### config.mk
export PLATFORM = sky130hd
export DESIGN_NAME = window_accumulator
export DESIGN_NICKNAME = d
export VERILOG_FILES = /design/src/rtl/window_accumulator.sv
export SDC_FILE = /design/constraint.sdc
export NUM_CORES = 1
export LEC_CHECK = 0
export CAP_MARGIN = 20
export CORE_UTILIZATION = 30
export CTS_CLUSTER_DIAMETER = 40
export DETAILED_ROUTE_END_ITERATION = 8
export HOLD_SLACK_MARGIN = 0.08
export PLACE_DENSITY_LB_ADDON = 0.2
export SYNTH_ARGS = -nofsm -noshare
export SYNTH_HDL_FRONTEND = slang
export SYNTH_SLANG_ARGS = --single-unit
### constraint.sdc
create_clock -name clk -period 5.5 [get_ports clk]
set_input_delay 0.55 -clock clk [delete_from_list [all_inputs] [get_ports clk]]
set_output_delay 0.55 -clock clk [all_outputs]
set_load 0.01 [all_outputs]
### src/rtl/window_accumulator.sv
`timescale 1ns/1ps
`default_nettype none
// ============================================================================
// Module      : window_accumulator
// Description : Sums WINDOW accepted 8-bit samples into an ACC_W-bit total and
//               presents it on a valid/ready output with a per-window overflow
//               flag. Define SUM_ACC_SAT_EN to clamp the accumulator instead of
//               letting it wrap.
// Revision    : 1.0 - initial release
// ============================================================================
module window_accumulator #(
    parameter int WINDOW = 8,
    parameter int ACC_W  = 10
) (
    input  logic             clk,
    input  logic             rst,
    input  logic             clear,
    input  logic             in_valid,
    input  logic [7:0]       in_data,
    output logic             in_ready,
    output logic             out_valid,
    output logic [ACC_W-1:0] out_data,
    output logic             ovf,
    input  logic             out_ready
);

    localparam logic [1:0] c_st_idle  = 2'd0;
    localparam logic [1:0] c_st_accum = 2'd1;
    localparam logic [1:0] c_st_hold  = 2'd2;
    localparam logic [7:0] c_window   = 8'(WINDOW);

    logic [1:0]       r_state;
    logic [1:0]       w_state_next;
    logic [ACC_W-1:0] r_acc;
    logic [ACC_W-1:0] w_acc_next;
    logic [7:0]       r_count;
    logic [7:0]       w_count_next;
    logic [7:0]       w_count_inc;
    logic             r_ovf_int;
    logic             w_ovf_int_next;
    logic [ACC_W-1:0] r_out_data;
    logic             r_ovf;
    logic             w_beat;
    logic             w_take;
    logic             w_last;
    logic [ACC_W:0]   w_sum;
    logic [ACC_W-1:0] w_acc_sum;

    assign in_ready    = (r_state != c_st_hold);
    assign out_valid   = (r_state == c_st_hold);
    assign out_data    = r_out_data;
    assign ovf         = r_ovf;

    assign w_beat      = in_valid && in_ready;
    assign w_take      = out_valid && out_ready;
    assign w_count_inc = r_count + 8'd1;
    assign w_last      = w_beat && !clear && (w_count_inc == c_window);

    // One extra bit so the carry out of the accumulator is visible as overflow
    assign w_sum = {1'b0, r_acc} + {{(ACC_W-7){1'b0}}, in_data};

`ifdef SUM_ACC_SAT_EN
    localparam logic [ACC_W-1:0] c_acc_max = '1;
    // Once clamped, stay clamped until the window ends
    assign w_acc_sum = (w_sum[ACC_W] || r_ovf_int) ? c_acc_max : w_sum[ACC_W-1:0];
`else
    assign w_acc_sum = w_sum[ACC_W-1:0];
`endif

    always_comb begin
        w_state_next   = r_state;
        w_acc_next     = r_acc;
        w_count_next   = r_count;
        w_ovf_int_next = r_ovf_int;
        if (clear) begin
            w_state_next   = c_st_idle;
            w_acc_next     = '0;
            w_count_next   = '0;
            w_ovf_int_next = 1'b0;
        end else begin
            case (r_state)
                c_st_idle, c_st_accum: begin
                    if (w_beat) begin
                        w_acc_next     = w_acc_sum;
                        w_count_next   = w_count_inc;
                        w_ovf_int_next = r_ovf_int | w_sum[ACC_W];
                        w_state_next   = (w_count_inc == c_window) ? c_st_hold : c_st_accum;
                    end
                end
                c_st_hold: begin
                    if (w_take) begin
                        w_state_next   = c_st_idle;
                        w_acc_next     = '0;
                        w_count_next   = '0;
                        w_ovf_int_next = 1'b0;
                    end
                end
                default: w_state_next = c_st_idle;
            endcase
        end
    end

    always_ff @(posedge clk or posedge rst) begin
        if (rst) begin
            r_state    <= c_st_idle;
            r_acc      <= '0;
            r_count    <= '0;
            r_ovf_int  <= 1'b0;
            r_out_data <= '0;
            r_ovf      <= 1'b0;
        end else begin
            r_state   <= w_state_next;
            r_acc     <= w_acc_next;
            r_count   <= w_count_next;
            r_ovf_int <= w_ovf_int_next;
            // out_data survives a clear; only the flag is withdrawn
            if (clear) begin
                r_ovf <= 1'b0;
            end else if (w_last) begin
                r_out_data <= w_acc_sum;
                r_ovf      <= w_ovf_int_next;
            end
        end
    end

endmodule
`default_nettype wire

==> impl_metrics.tcl <==
set metrics [dict create \
    outcome "complete, no violations" \
    die_area_mm2 0.00648 \
    slowest_stage "nand3_1" \
    skew_ps 5.35 \
    cp_data_required_time_ps 5660 \
    cts.repair.resized 0 \
    finalWorstSetupSlack_ps 2700 \
    cpPeakStageDelay_ps 620 \
    tritoncts "done" \
    synthCells 186 \
    cap_violations 0 \
    hpwl_um 2750 \
    clk_pin_slew_worst_paths_ps 70 \
    vias_per_cell 4.80 \
    ant_nets 0 \
    post-synth-top-area-fraction_pct 43.3 \
    hold_viol 0 \
    crit_chain "nand3_2 > or4_4 > a221oi_2 > nand3_1 > mux2_4" \
    finalSetupTns_ps 0 \
    num_vias 1402 \
    crit_type "flip-flop to flip-flop" \
    post-route-util_pct 38.4 \
    drive_above_1_share_pct 8.76 \
    drc 0 \
    cellLeakagePower_nw 1.12 \
    grt_max_degree 33 \
    layout_worst_path_cycle_share_pct 50.9 \
    fin_nets 239 \
    setup_viol 0 \
    io_buffers 25 \
    relSlewSlack_pct 51.2 \
    ys.flop_type "dfrtp_1" \
    wire_per_inst_um 13.1 \
    grt_pass1_vias 1366 \
    hold_buffers 0 \
    dr.pass1.iters 4 \
    synth_area_leader_cell "dfrtp_1" \
    post-place-ws_ps 2660 \
    post_cts_buffers 0 \
    clock-sinks 32 \
    ios 26 \
    antenna_cells 0 \
    synthToLayoutAreaGrowth_pct 23.1 \
    die_w_um 80.5 \
    synth.net_count 209 \
    cts.htree.levels 2 \
    start_util_pct 31.2 \
    worst_hold_path_type "flip-flop to flip-flop" \
    totalWireLength_um 3840 \
    worstPathMaxFanout 10 \
    syn-cell-area_mm2 0.00185 \
    avgSynthCellArea_um2 9.94 \
    cts_buffers 5 \
    worstSkewPairLatency_ps 280 \
    rows 28 \
    overflow 0 \
    drt_iter0_drc 42 \
    synth_warnings 0 \
    grt_antenna_before_repair 0 \
    synthArstFlopShare_pct 100 \
    gp_congestion 0.724 \
    fillers 589 \
    rsz0062_at_grt "false" \
    grt_pass1_wl_um 6470 \
    ys_seq_area_share_pct 43.3 \
    ir_worst_vdd_v 0.0000906 \
    die_y_um 80.5 \
    cp.arrival_ps 2960 \
    startpoint_type "flip-flop" \
    core_area_mm2 0.00592 \
    root_buffer "clkbuf_8" \
    powerDensity_mw_per_mm2 244 \
    post-route-min-period_ps 2800 \
    worst_pin_slew_ps 729 \
    synth_area_leaders "dfrtp_1 43%, ha_1 6.1%, mux2i_1 4.9%, o21ai_0 4.1%, nand2_1 3.9%" \
    fmax_mhz 357 \
    synth_edf_count 0 \
    clockBufferDepth 2 \
    synth_cell_type_count 44 \
    cp-end-kind "flip-flop" \
    slew_violations 0 \
    gr-usage-all-layers_pct 13.1 \
    ys_ff_latch 32 \
]
per-stage QoR:
stage	hold WS (ps)	cell area, um2	instances	power [mW]
finish	492	2270	292	0.554
CTS	496	2270	292	0.562
global route	507	2270	292	0.588
detailed placement	479	2180	284	0.375
floorplan	454	1850	186	0.342
global placement	470	2180	284	0.374
critical path: cells and delay by family (launching register included):
kind,cells,cell delay (ps)
AND/OR/NAND/NOR,3,1310
AO/OA/AOI/OAI,1,420
multiplexers,1,500
flip-flops,1,450
state kept, by name, indices dropped and copies added, names as in the netlist:
| name | cells |
|---|---|
| ovf | 1 |
| r_ovf_int | 1 |
| r_acc | 10 |
| r_state | 2 |
| r_count | 8 |
| out_data | 10 |
final cells by class:
| type | count | area (um2) | area share [%] |
|---|---|---|---|
| clock buffers | 8 | 90.1 | 3.96 |
| inverters | 18 | 67.6 | 2.97 |
| multi-input cells | 132 | 957 | 42.1 |
| flip-flops and latches | 32 | 801 | 35.2 |
| well taps | 75 | 93.8 | 4.13 |
| repair buffers | 27 | 265 | 11.7 |
layout by cell type, fill, tap and decap left out, drive strengths merged, types with 2 or more instances in the layout:
| master | instances |
|---|---|
| o31ai | 3 |
| o21bai | 2 |
| a41o | 2 |
| a21oi | 3 |
| and3 | 3 |
| nand2b | 3 |
| dfrtp | 32 |
| a21o | 4 |
| nor2b | 4 |
| xor2 | 5 |
| mux2i | 9 |
| or2 | 2 |
| a221oi | 4 |
| or4 | 2 |
| and2 | 2 |
| nand2 | 19 |
| mux2 | 4 |
| nor2 | 10 |
| nand3 | 5 |
| clkbuf | 8 |
| o211ai | 2 |
| o41ai | 2 |
| clkdlybuf4s50 | 25 |
| inv | 18 |
| a22o | 4 |
| o21ai | 15 |
| xnor2 | 2 |
| ha | 9 |
| buf | 2 |
synthesized netlist by cell type (2+ instances only):
cell type,count
nor2b_1,4
inv_1,18
mux2_4,2
a41o_1,2
or2_2,2
mux2i_1,9
o21ai_0,15
nor2_1,10
o211ai_1,2
mux2_2,2
nand3_1,4
o21bai_1,2
a221oi_1,3
dfrtp_1,32
a21o_1,4
clkbuf_1,3
nand2b_1,3
a22o_1,4
ha_1,9
o31ai_1,3
xor2_1,5
o41ai_1,2
and3_1,3
xnor2_1,2
nand2_1,19
and2_1,2
a21oi_1,3
cell families after synthesis:
family,after synthesis,synth area share [%]
AOI/OAI and AO/OA,49,19.2
xor gates and xnor gates,7,3.32
adders and majority gates,10,7.18
buffers and inverters,22,4.87
DFF,32,43.3
muxes,13,7.72
and+or+nand+nor,53,14.4
power by group:
group          total [mW]  internal [mW]  switching [mW]
sequential          0.256          0.246         0.00940
combinational       0.114         0.0526          0.0614
clock               0.184          0.102          0.0824
path summary, 6_finish.rpt:
check | from | to | slack (ps) | depth (start not counted)
worst min register to register | r_acc[4]$_DFFE_PP0P_ | r_acc[4]$_DFFE_PP0P_ | 490 | 2
worst max-delay path | r_count[2]$_DFFE_PP0P_ | out_data[0]$_DFFE_PP0P_ | 2700 | 5
min in group asynchronous | rst | out_data[2]$_DFFE_PP0P_ | 650 | 3
worst min-delay path | r_acc[4]$_DFFE_PP0P_ | r_acc[4]$_DFFE_PP0P_ | 490 | 2
worst max register to register | r_count[2]$_DFFE_PP0P_ | out_data[0]$_DFFE_PP0P_ | 2700 | 5
max in group asynchronous | rst | r_acc[5]$_DFFE_PP0P_ | 4550 | 3
metal layers:
metal / up-vias / share of wire (%) / routed length [um] / global-route usage [%]
li1: 728 / - / - / -
met1: 646 / 50 / 1930 / 17.3
met2: 23 / 45 / 1720 / 20.9
met3: 5 / 3.9 / 148 / 3.30
met4: 0 / 1.1 / 43 / 4.29
met5: - / 0 / 0 / 0
Power figures use the tool's default switching activity.
